**src/rtl/alu_issue_stage.sv**
```systemverilog
// ============================================================================
// Module   : alu_issue_stage
// Purpose  : Decode/EX issue stage that maps R/I/SPECIAL2 fields onto the ALU
//            op code and operands, behind a registered valid/ready handshake.
// Options  : ALU_ISSUE_SKID_EN adds a skid register and a registered in_ready.
// Revision : 1.0 - initial release
// ============================================================================
`default_nettype none

module alu_issue_stage #(
  parameter int         DATA_W = 32,
  parameter logic [3:0] ILL_OP = 4'b0000,
  parameter int         CNT_W  = 8
) (
  input  logic              clk_i,
  input  logic              reset_i,
  input  logic              flush_i,
  input  logic              in_valid_i,
  output logic              in_ready_o,
  input  logic [5:0]        opcode_i,
  input  logic [5:0]        funct_i,
  input  logic [4:0]        shamt_i,
  input  logic [15:0]       imm16_i,
  input  logic [DATA_W-1:0] rs_val_i,
  input  logic [DATA_W-1:0] rt_val_i,
  output logic              out_valid_o,
  input  logic              out_ready_i,
  output logic [3:0]        alu_op_o,
  output logic [DATA_W-1:0] alu_a_o,
  output logic [DATA_W-1:0] alu_b_o,
  output logic              illegal_o,
  output logic [CNT_W-1:0]  illegal_cnt_o
);

  localparam logic [5:0] OPC_RTYPE = 6'b000000;
  localparam logic [5:0] OPC_SPEC2 = 6'b011100;

  typedef struct packed {
    logic [3:0]        op;
    logic [DATA_W-1:0] a;
    logic [DATA_W-1:0] b;
    logic              ill;
  } uop_t;

  uop_t              dec_uop;
  uop_t              main_q, main_d;
  logic              main_vld_q, main_vld_d;
  logic [CNT_W-1:0]  cnt_q, cnt_d;
  logic              accept;
  logic              out_fire;

  logic [DATA_W-1:0] imm_sext;
  logic [DATA_W-1:0] imm_zext;
  logic [DATA_W-1:0] shamt_zext;
  logic [DATA_W-1:0] rs_shamt;
  logic [DATA_W-1:0] lui_val;

  assign imm_sext   = {{(DATA_W-16){imm16_i[15]}}, imm16_i};
  assign imm_zext   = {{(DATA_W-16){1'b0}}, imm16_i};
  assign shamt_zext = {{(DATA_W-5){1'b0}}, shamt_i};
  assign rs_shamt   = {{(DATA_W-5){1'b0}}, rs_val_i[4:0]};
  assign lui_val    = {imm16_i, {(DATA_W-16){1'b0}}};

  // Fixed shifts are issued as their variable forms with shamt as operand b.
  always_comb begin
    dec_uop.op  = ILL_OP;
    dec_uop.a   = '0;
    dec_uop.b   = '0;
    dec_uop.ill = 1'b1;
    unique case (opcode_i)
      OPC_RTYPE: begin
        dec_uop.ill = 1'b0;
        dec_uop.a   = rs_val_i;
        dec_uop.b   = rt_val_i;
        unique case (funct_i)
          6'b100100: dec_uop.op = 4'b0000;
          6'b100101: dec_uop.op = 4'b0001;
          6'b100110: dec_uop.op = 4'b0010;
          6'b100111: dec_uop.op = 4'b0011;
          6'b100001: dec_uop.op = 4'b0100;
          6'b100011: dec_uop.op = 4'b0101;
          6'b100000: dec_uop.op = 4'b0110;
          6'b100010: dec_uop.op = 4'b0111;
          6'b101010: dec_uop.op = 4'b1100;
          6'b101011: dec_uop.op = 4'b1101;
          6'b000000: begin dec_uop.op = 4'b1001; dec_uop.a = rt_val_i; dec_uop.b = shamt_zext; end
          6'b000010: begin dec_uop.op = 4'b1011; dec_uop.a = rt_val_i; dec_uop.b = shamt_zext; end
          6'b000100: begin dec_uop.op = 4'b1001; dec_uop.a = rt_val_i; dec_uop.b = rs_shamt;   end
          6'b000110: begin dec_uop.op = 4'b1011; dec_uop.a = rt_val_i; dec_uop.b = rs_shamt;   end
          default: begin
            dec_uop.op  = ILL_OP;
            dec_uop.a   = '0;
            dec_uop.b   = '0;
            dec_uop.ill = 1'b1;
          end
        endcase
      end
      OPC_SPEC2: begin
        if (funct_i == 6'b100000 || funct_i == 6'b100001) begin
          dec_uop.ill = 1'b0;
          dec_uop.a   = rs_val_i;
          dec_uop.op  = funct_i[0] ? 4'b1110 : 4'b1111;
        end
      end
      6'b001000: begin dec_uop.ill = 1'b0; dec_uop.op = 4'b0110; dec_uop.a = rs_val_i; dec_uop.b = imm_sext; end
      6'b001001: begin dec_uop.ill = 1'b0; dec_uop.op = 4'b0100; dec_uop.a = rs_val_i; dec_uop.b = imm_sext; end
      6'b001010: begin dec_uop.ill = 1'b0; dec_uop.op = 4'b1100; dec_uop.a = rs_val_i; dec_uop.b = imm_sext; end
      6'b001011: begin dec_uop.ill = 1'b0; dec_uop.op = 4'b1101; dec_uop.a = rs_val_i; dec_uop.b = imm_sext; end
      6'b001100: begin dec_uop.ill = 1'b0; dec_uop.op = 4'b0000; dec_uop.a = rs_val_i; dec_uop.b = imm_zext; end
      6'b001101: begin dec_uop.ill = 1'b0; dec_uop.op = 4'b0001; dec_uop.a = rs_val_i; dec_uop.b = imm_zext; end
      6'b001110: begin dec_uop.ill = 1'b0; dec_uop.op = 4'b0010; dec_uop.a = rs_val_i; dec_uop.b = imm_zext; end
      6'b001111: begin dec_uop.ill = 1'b0; dec_uop.op = 4'b0001; dec_uop.a = lui_val;  dec_uop.b = '0;       end
      default: ;
    endcase
  end

  assign out_fire = main_vld_q && out_ready_i;
  assign accept   = in_valid_i && in_ready_o && !flush_i;

  always_comb begin
    cnt_d = cnt_q;
    if (accept && dec_uop.ill && !(&cnt_q)) begin
      cnt_d = cnt_q + 1'b1;
    end
  end

`ifdef ALU_ISSUE_SKID_EN
  uop_t skid_q, skid_d;
  logic skid_vld_q, skid_vld_d;

  assign in_ready_o = !skid_vld_q;

  // The skid entry only fills while main is held, so main is never empty
  // while skid is occupied.
  always_comb begin
    main_d     = main_q;
    main_vld_d = main_vld_q;
    skid_d     = skid_q;
    skid_vld_d = skid_vld_q;
    if (flush_i) begin
      main_vld_d = 1'b0;
      skid_vld_d = 1'b0;
    end else if (!main_vld_q || out_fire) begin
      if (skid_vld_q) begin
        main_d     = skid_q;
        main_vld_d = 1'b1;
        skid_vld_d = 1'b0;
      end else begin
        main_vld_d = accept;
        if (accept) main_d = dec_uop;
      end
    end else if (accept) begin
      skid_d     = dec_uop;
      skid_vld_d = 1'b1;
    end
  end

  always_ff @(posedge clk_i or posedge reset_i) begin
    if (reset_i) begin
      skid_q     <= '0;
      skid_vld_q <= 1'b0;
    end else begin
      skid_q     <= skid_d;
      skid_vld_q <= skid_vld_d;
    end
  end
`else
  assign in_ready_o = !main_vld_q || out_ready_i;

  always_comb begin
    main_d     = main_q;
    main_vld_d = main_vld_q;
    if (flush_i) begin
      main_vld_d = 1'b0;
    end else if (accept) begin
      main_d     = dec_uop;
      main_vld_d = 1'b1;
    end else if (out_fire) begin
      main_vld_d = 1'b0;
    end
  end
`endif

  always_ff @(posedge clk_i or posedge reset_i) begin
    if (reset_i) begin
      main_q     <= '0;
      main_vld_q <= 1'b0;
      cnt_q      <= '0;
    end else begin
      main_q     <= main_d;
      main_vld_q <= main_vld_d;
      cnt_q      <= cnt_d;
    end
  end

  assign out_valid_o   = main_vld_q;
  assign alu_op_o      = main_q.op;
  assign alu_a_o       = main_q.a;
  assign alu_b_o       = main_q.b;
  assign illegal_o     = main_q.ill;
  assign illegal_cnt_o = cnt_q;

endmodule

`default_nettype wire

```
**config.mk**
```make
export PLATFORM = sky130hd
export DESIGN_NAME = alu_issue_stage
export DESIGN_NICKNAME = d
export VERILOG_FILES = /design/src/rtl/alu_issue_stage.sv
export SDC_FILE = /design/constraint.sdc
export NUM_CORES = 1
export LEC_CHECK = 0
export ABC_AREA = 1
export CAP_MARGIN = 10
export CORE_MARGIN = 2
export CORE_UTILIZATION = 48
export CTS_CLUSTER_SIZE = 20
export DETAILED_ROUTE_END_ITERATION = 10
export GPL_ROUTABILITY_DRIVEN = 0
export MAX_ROUTING_LAYER = met4
export PLACE_DENSITY = 0.86
export SKIP_LAST_GASP = 1
export SYNTH_ARGS = -nofsm -noshare
export SYNTH_HDL_FRONTEND = slang
export SYNTH_SLANG_ARGS = --single-unit
```
**constraint.sdc**
```tcl
create_clock -name clk_i -period 3.5 [get_ports clk_i]
set_input_delay 0.35 -clock clk_i [delete_from_list [all_inputs] [get_ports clk_i]]
set_output_delay 0.35 -clock clk_i [all_outputs]
set_load 0.01 [all_outputs]
```
# Yosys cells after proc, flatten, opt, wreduce, memory -nomap -nowiden
# Index checks and enable logic that the tools add are counted.
# W data, S select, Z words.
word_totals:
  output_inout_bits: 79
  reg_bits: 78
  elab_cells: 66
classes:
  n_reduce_logical: 24
  mux: 12
  n_eq_ne: 22
  add_sub_neg: 1
  bitwise_logic: 1
op_table:
  columns: ["op", "n"]
  rows:
  - ["$pmux W36 S10", 1]
  - ["$pmux W64 S3", 1]
  - ["$pmux W32 S3", 1]
  - ["$eq A6 B6 Y1 const B", 10]
  - ["$eq A6 B4 Y1 const B", 8]
  - ["$pmux W4 S11", 1]
  - ["$mux W36", 1]
  - ["$reduce_or A14 Y1", 1]
  - ["$eq A6 B3 Y1 const B", 2]
  - ["$logic_not A6 Y1", 2]
  - ["$reduce_or A10 Y1", 1]
  - ["$add A8 B1 Y8 const B", 1]
  - ["$reduce_and A8 Y1", 1]
  - ["$reduce_or A2 Y1", 4]
  - ["$reduce_or A8 Y1", 1]
  - ["$eq A6 B2 Y1 const B", 1]
  - ["$eq A6 B5 Y1 const B", 1]
  - ["$mux W1", 6]
  - ["$logic_and A1 B1 Y1", 5]
  - ["$reduce_or A4 Y1", 1]
  - ["$logic_not A1 Y1", 3]
  - ["$pmux W1 S3", 1]
  - ["$reduce_bool A3 Y1", 1]
  - ["$reduce_or A3 Y1", 1]
  - ["other kinds (3)", 4]

# Logic depth before layout (Yosys ltp)
# Gate-level depths: netlist of run 1.
depth:
  word_depth: 6
  depth_mapped: 14
  ltp_nobuf: 13

# Worst setup path after synthesis of run 1
# Ideal clock, no wire load.
synth_path:
  path_type: "register to register"
  startpoint: "reg main_vld_q, in the netlist out_valid_o"
  endpoint: "reg main_q (netlist bit alu_b_o[16])"
  arrival_time_ns: 1.426
  n_path_buf: 2
  setup_time_ns: 0.134
  stages_incl_launch_ff: 9
  path_slack_ns: 1.939
  period_less_slack_ns: 1.561
  path_cell_list: "dfrtp_1 > inv_1 > nor2_1 > nor3_4 > inv_1 > buf_2 > clkbuf_1 > nand2_1 > o21ai_0"
synth_via:
  elab_chain_len: 5
synth_rtl:
  columns: ["element", "line", "source"]
  rows:
  - ["start, declared", "47", "logic main_vld_q, main_vld_d;"]
  - ["start signal, assigned", "191", "main_vld_q <= main_vld_d;"]
  - ["$logic_not A1 Y1", "168", "assign in_ready_o = !main_vld_q || out_ready_i;"]
  - ["$logic_or A1 B1 Y1", "168", null]
  - ["$logic_and A1 B1 Y1 (2 in a row)", "118", "assign accept = in_valid_i && in_ready_o && !flush_i;"]
  - ["$reduce_and A2 Y1 (no line)", null, null]
  - ["end signal, assigned", "190", "main_q <= main_d;"]
  - ["end, declared", "46", "uop_t main_q, main_d;"]
# Every way passes these cells.
# A chain may end at the register's enable or synchronous reset.

# Final worst setup path of run 1
layout_path:
  startpoint: "in opcode_i[1]"
  endpoint: "reg main_q (netlist bit alu_b_o[31])"
layout_via:
  elab_chain_len: 3
layout_rtl:
  columns: ["element", "line", "source"]
  rows:
  - ["start, declared", "20", "input logic [5:0] opcode_i,"]
  - ["$eq A6 B4 Y1", "70", "unique case (opcode_i)"]
  - ["$reduce_or A4 Y1 (no line) or $reduce_or A3 Y1 (tied branches)", null, null]
  - ["$pmux W32 S3 (*)", "70", null]
# Every way passes the cells marked *; elsewhere a longest branch is shown, timed or not.

==> results.yml, run 1 <==
finish:
  final_common_cell: "nand2_1"
  layout_common_cells: "nand2_1 (345), clkdlybuf4s50_1 (180), dfrtp_1 (78), a21oi_1 (53), nor2_1 (51)"
  antenna_cells: 0
  layout-drive-gt1-share_pct: 5.74
  instances_no_fill: 1021
  final_area_um2: 6820
  synthToLayoutAreaGrowth_pct: 41.5
  fin_nets: 986
route:
  post_drt_wl_per_cell_um: 15.6
  vias: 5514
  finalWirelength_um: 16000
  drt_iter0_markers: 396
  viasPerCell: 5.40
  dr.pass1.iters: 5
  ant_nets: 0
  remaining_drc_errors: 0
clocking:
  cts.sinks: 78
  clock_latency_ps: 350
  post_cts.repair.setup_buffers: 0
  cts_max_path_buffers: 2
  h-tree-depth: 3
  cts_tree: "built"
  root_buffer: "clkbuf_8"
  path_clk_slew_ps: 90
  postCtsHoldBufs: 0
  cts_made_buffers: 9
  cts-resized-gates: 0
worst_setup_path:
  reg2reg_from: "out_valid_o"
  start_kind: "primary input"
  worstPathCellList: "clkdlybuf4s50_1 -> nor2_1 -> nand4_1 -> clkinv_1 -> buf_4 -> a31oi_1 -> o21ai_0"
  slowest_delay_ps: 560
  path_buf_inv: 3
  crit_type: "primary input to flip-flop"
  worstSetupEndpointType: "flip-flop"
  slowest_stage: "clkdlybuf4s50_1"
  crit_required_ps: 3730
  worst-path-max-fanout: 29
  crit_path_start: "opcode_i[1]"
  cp.arrival_ps: 2550
  crit_family: "buffers and inverters"
placement:
  placed_area_um2: 6630
  place_inst: 1005
  dpl.hpwl_um: 11700
  port_buffers: 180
  pre_cts_ws_ps: 906
sta:
  min_period_ps: 2320
  hold_viol_final: 0
  finClkSkew_ps: 4.44
  fin_tns_setup_ps: 0
  max_freq_mhz: 431
  final-setup-viol-count: 0
  slew_violations: 0
  slew_headroom_pct: 34.3
  rsz0062_at_grt: "no"
  finalWorstSetupSlack_ps: 1180
  tightest_slew_ps: 984
  fin_crit_sh_pct: 66.3
grt:
  grt_pass1_wl_um: 26300
  busiest_layer: "met2"
  use_met1_pct: 38.4
  grt_start_max_net_pins: 65
  overflow: 0
  track_usage_pct: 30.6
  grtUsageMet2_pct: 50.6
  use_met3_pct: 5.33
  grt_pass1_vias: 5451
  grt_antenna_before_repair: 0
synth:
  synth_seq_cells: 78
  synthCells: 722
  syn_avg_cell_area_um2: 6.68
  synth_cell_types: 33
  yosysWarnings: 0
  syn_nets: 825
  synth_seq_area_share_pct: 40.5
  synth_area_um2: 4820
hold_path:
  hp-start: "alu_b_o[23]"
  min_path_type: "flip-flop to flip-flop"
power:
  p_leak_nw: 3.33
  cellPowerDensity_nw_per_um2: 351
  peakVddDrop_mv: 0.328
floorplanning:
  row_count: 36
  dieArea_um2: 10900
  initial_core_util_pct: 49.3
  io-pin-count: 181
  coreArea_um2: 9770
  fp.dieW_um: 104
  dieHeight_um: 104
job:
  maxCapViolCount: 0
outcome:
  outcome: "complete, no violations"
-- worst paths after layout --
check	slack, ps	end	cells past startpoint
worst max-delay path	1180	alu_b_o[31]	7
worst min-delay path	490	alu_b_o[23]	2
worst max register to register	1670	illegal_cnt_o[2]	7
worst min register to register	490	alu_b_o[23]	2
max in group asynchronous	2230	illegal_cnt_o[0]	3
min in group asynchronous	510	alu_b_o[22]	2
-- sequential cells by signal (all words and copies together), names as in the netlist --
name	flops
illegal_cnt_o	8
alu_a_o	32
alu_b_o	32
alu_op_o	4
out_valid_o	1
illegal_o	1
-- cell usage after synthesis (all sizes together) --
| library cell | number | area share [%] |
|---|---|---|
| a21oi | 53 | 5.5 |
| a31oi | 16 | 2.1 |
| buf | 23 | 3.5 |
| clkbuf | 13 | 1.0 |
| clkinv | 1 | 0.078 |
| dfrtp | 78 | 40 |
| ha | 1 | 0.26 |
| inv | 50 | 3.9 |
| nand2 | 351 | 28 |
| nand3 | 30 | 3.5 |
| nand4 | 7 | 0.91 |
| nor2 | 56 | 4.7 |
| nor3 | 4 | 0.99 |
| o211ai | 2 | 0.31 |
| o21ai | 30 | 3.7 |
| o31ai | 1 | 0.16 |
| xnor2 | 5 | 0.91 |
| xor2 | 1 | 0.18 |
-- layout make-up --
class	instances	area (um2)
clock buffers	10	128
inverters	51	195
flip-flops and latches	78	1950
well taps	133	166
multi-input cells	557	2460
clock inverters	6	62.6
repair buffers	186	1860
fillers	830	2950
-- worst register-to-register path, cell delays in order (launching register included) --
cell	delay, ps
dfrtp_1	380
inv_1	50
nor2_1	60
nor3_4	140
buf_4	530
nand3_4	340
nand2_1	170
o21ai_2	60
-- metal layers --
metal	vias up	part of all wire, %
li1	2590	-
met1	2598	41
met3	29	7.7
met4	0	2.4
met2	297	49
met5	-	0
-- report_power, final --
group,switching (mW),internal (mW),leakage [nW]
registers,0.0675,0.980,1.04
logic,0.333,0.335,2.21
clock network,0.353,0.327,0.0883
-- cell families after synthesis --
logic type	share of synthesized area [%]
AOI/OAI and AO/OA	11.8
xor gates and xnor gates	1.09
buffers and inverters	8.52
DFF	40.5
adders and majority gates	0.260
and+or+nand+nor	37.9
-- metrics by stage --
step	hold WS, ps	power [mW]	utilization [%]
floorplan	413	1.36	-
global placement	467	1.71	67.8
detailed placement	465	1.73	67.8
CTS	487	2.39	69.8
global route	511	2.49	69.8
finish	487	2.40	69.8
Power figures use the tool's default switching activity.
==> run 2: changes to the inputs <==
- CORE_UTILIZATION: 48 -> 45
- PLACE_DENSITY: 0.86 -> 0.81
- clock period: 3.5 -> 2.2 ns (I/O delays scaled with it)
==> results.yml, run 2 (synthesis results as in run 1) <==
clocking:
  cts_made_buffers: 9
  post_cts.repair.setup_buffers: 0
  postCtsHoldBufs: 0
  cts.sinks: 78
  cts-resized-gates: 0
  cts_tree: "built"
  path_clk_slew_ps: 80
  root_buffer: "clkbuf_8"
  cts_max_path_buffers: 2
  h-tree-depth: 3
  clock_latency_ps: 340
finish:
  final_common_cell: "nand2_1"
  fin_nets: 997
  regArea_um2: 1950
  multiInputGateArea_um2: 2460
  final_util_pct: 66.9
  final_area_um2: 6930
  layout-drive-gt1-share_pct: 6.79
  layout_common_cells: "nand2_1 (345), clkdlybuf4s50_1 (180), dfrtp_1 (78), a21oi_1 (53), nor2_1 (51)"
  synthToLayoutAreaGrowth_pct: 43.9
  antenna_cells: 0
  fillers: 913
sta:
  min_period_ps: 1910
  fin_crit_sh_pct: 87.0
  max_freq_mhz: 523
  final-setup-viol-count: 0
  slew_headroom_pct: 62.2
  finClkSkew_ps: 12.1
  rsz0062_at_grt: "no"
  tightest_slew_ps: 567
  slew_violations: 0
  hold_viol_final: 0
grt:
  grt_pass1_wl_um: 26200
  grt_antenna_before_repair: 0
  grt_start_max_net_pins: 79
  track_usage_pct: 29.4
  overflow: 0
  grt_pass1_vias: 5464
floorplanning:
  io-pin-count: 181
  row_count: 37
  dieArea_um2: 11600
  fp.dieW_um: 107
  dieHeight_um: 107
  initial_core_util_pct: 46.5
  coreArea_um2: 10400
route:
  dr.pass1.iters: 5
  ant_nets: 0
  drt_iter0_markers: 390
  finalWirelength_um: 16100
  post_drt_wl_per_cell_um: 15.6
  viasPerCell: 5.27
  remaining_drc_errors: 0
  vias: 5456
power:
  switching_share_pct: 32.2
  p_leak_nw: 3.39
  cellPowerDensity_nw_per_um2: 538
  p_switching_mw: 1.20
  peakVddDrop_mv: 0.512
  power.internal_mw: 2.53
  seqPwrFrac_pct: 44.8
  p_comb_share_pct: 29.5
  clkPwrFrac_pct: 25.7
worst_setup_path:
  reg2reg_slack_ps: 540
  setup.worst_path.end: "alu_a_o[26]"
  reg2reg_to: "illegal_cnt_o[3]"
  cp.arrival_ps: 2190
  crit_required_ps: 2470
  reg2reg_from: "illegal_cnt_o[0]"
  crit_type: "primary input to flip-flop"
  start_kind: "primary input"
  crit_path_start: "funct_i[3]"
  reg2reg_depth: 7
  worst-path-max-fanout: 32
  worstSetupEndpointType: "flip-flop"
job:
  maxCapViolCount: 0
placement:
  placed_area_um2: 6770
  dpl.hpwl_um: 12200
  port_buffers: 180
hold_path:
  min_path_type: "primary input to asynchronous set/reset pin"
outcome:
  outcome: "complete, no violations"
## run 2: power by group through the flow
stage               logic, mW  clock network, mW  registers (mW)
detailed placement       1.10                  0            1.69
global placement         1.06                  0            1.69
global route             1.20               1.04            1.69
floorplan               0.425                  0            1.73
finish                   1.10              0.960            1.67
CTS                      1.10              0.969            1.67
## run 2: critical path: stages
cell	delay [ps]
clkdlybuf4s50_1	520
inv_2	140
nand2_1	110
nor3_4	210
nor2_2	100
inv_2	430
nand2_1	140
nand2_1	100
nand2_1	50
nand2_1	60
nand2_1	40
nand2_1	50
## run 2: per-layer routing
layer / share of wire (%) / wire [um] / GRT usage [%]
met5: 0 / 0 / -
met3: 7.8 / 1260 / 5.45
met4: 2.5 / 400 / 9.25
met2: 48 / 7820 / 48.7
met1: 41 / 6660 / 36.7
## run 2: layout make-up
| type | instances | area share, % |
|---|---|---|
| tap | 136 | 2.45 |
| timing repair buffer | 197 | 28.7 |
| clock inverter | 5 | 0.487 |
| inverter | 51 | 2.85 |
| clock buffer | 11 | 1.89 |
| sequential | 78 | 28.1 |
| multi-input combinational | 557 | 35.4 |
## run 2: how the worst min path moves through the flow
stage	cells past startpoint	to	slack, ps
floorplan	1	out_valid_o	280
global placement	2	alu_b_o[29]	470
detailed placement	2	alu_a_o[17]	470
CTS	3	alu_b_o[28]	370
global route	3	alu_a_o[15]	400
finish	3	alu_a_o[15]	350
## run 2: stage by stage
stage | worst slack, ps | cells | hold WS, ps | power [mW] | TNS, ps
3_3_place_gp | 140 | 1019 | 466 | 2.75 | 0
6_report | 286 | 1035 | 350 | 3.73 | 0
2_1_floorplan | 639 | 722 | 283 | 2.16 | 0
5_1_grt | 76.7 | 1035 | 402 | 3.93 | 0
3_5_place_dp | -12.9 | 1019 | 468 | 2.79 | -24.8
4_1_cts | 346 | 1035 | 370 | 3.74 | 0
==> run 3: changes to the inputs <==
- TNS_END_PERCENT: default -> 50
==> results of run 3 <==
Final layout, timing and power as in run 2 (identical DEF).
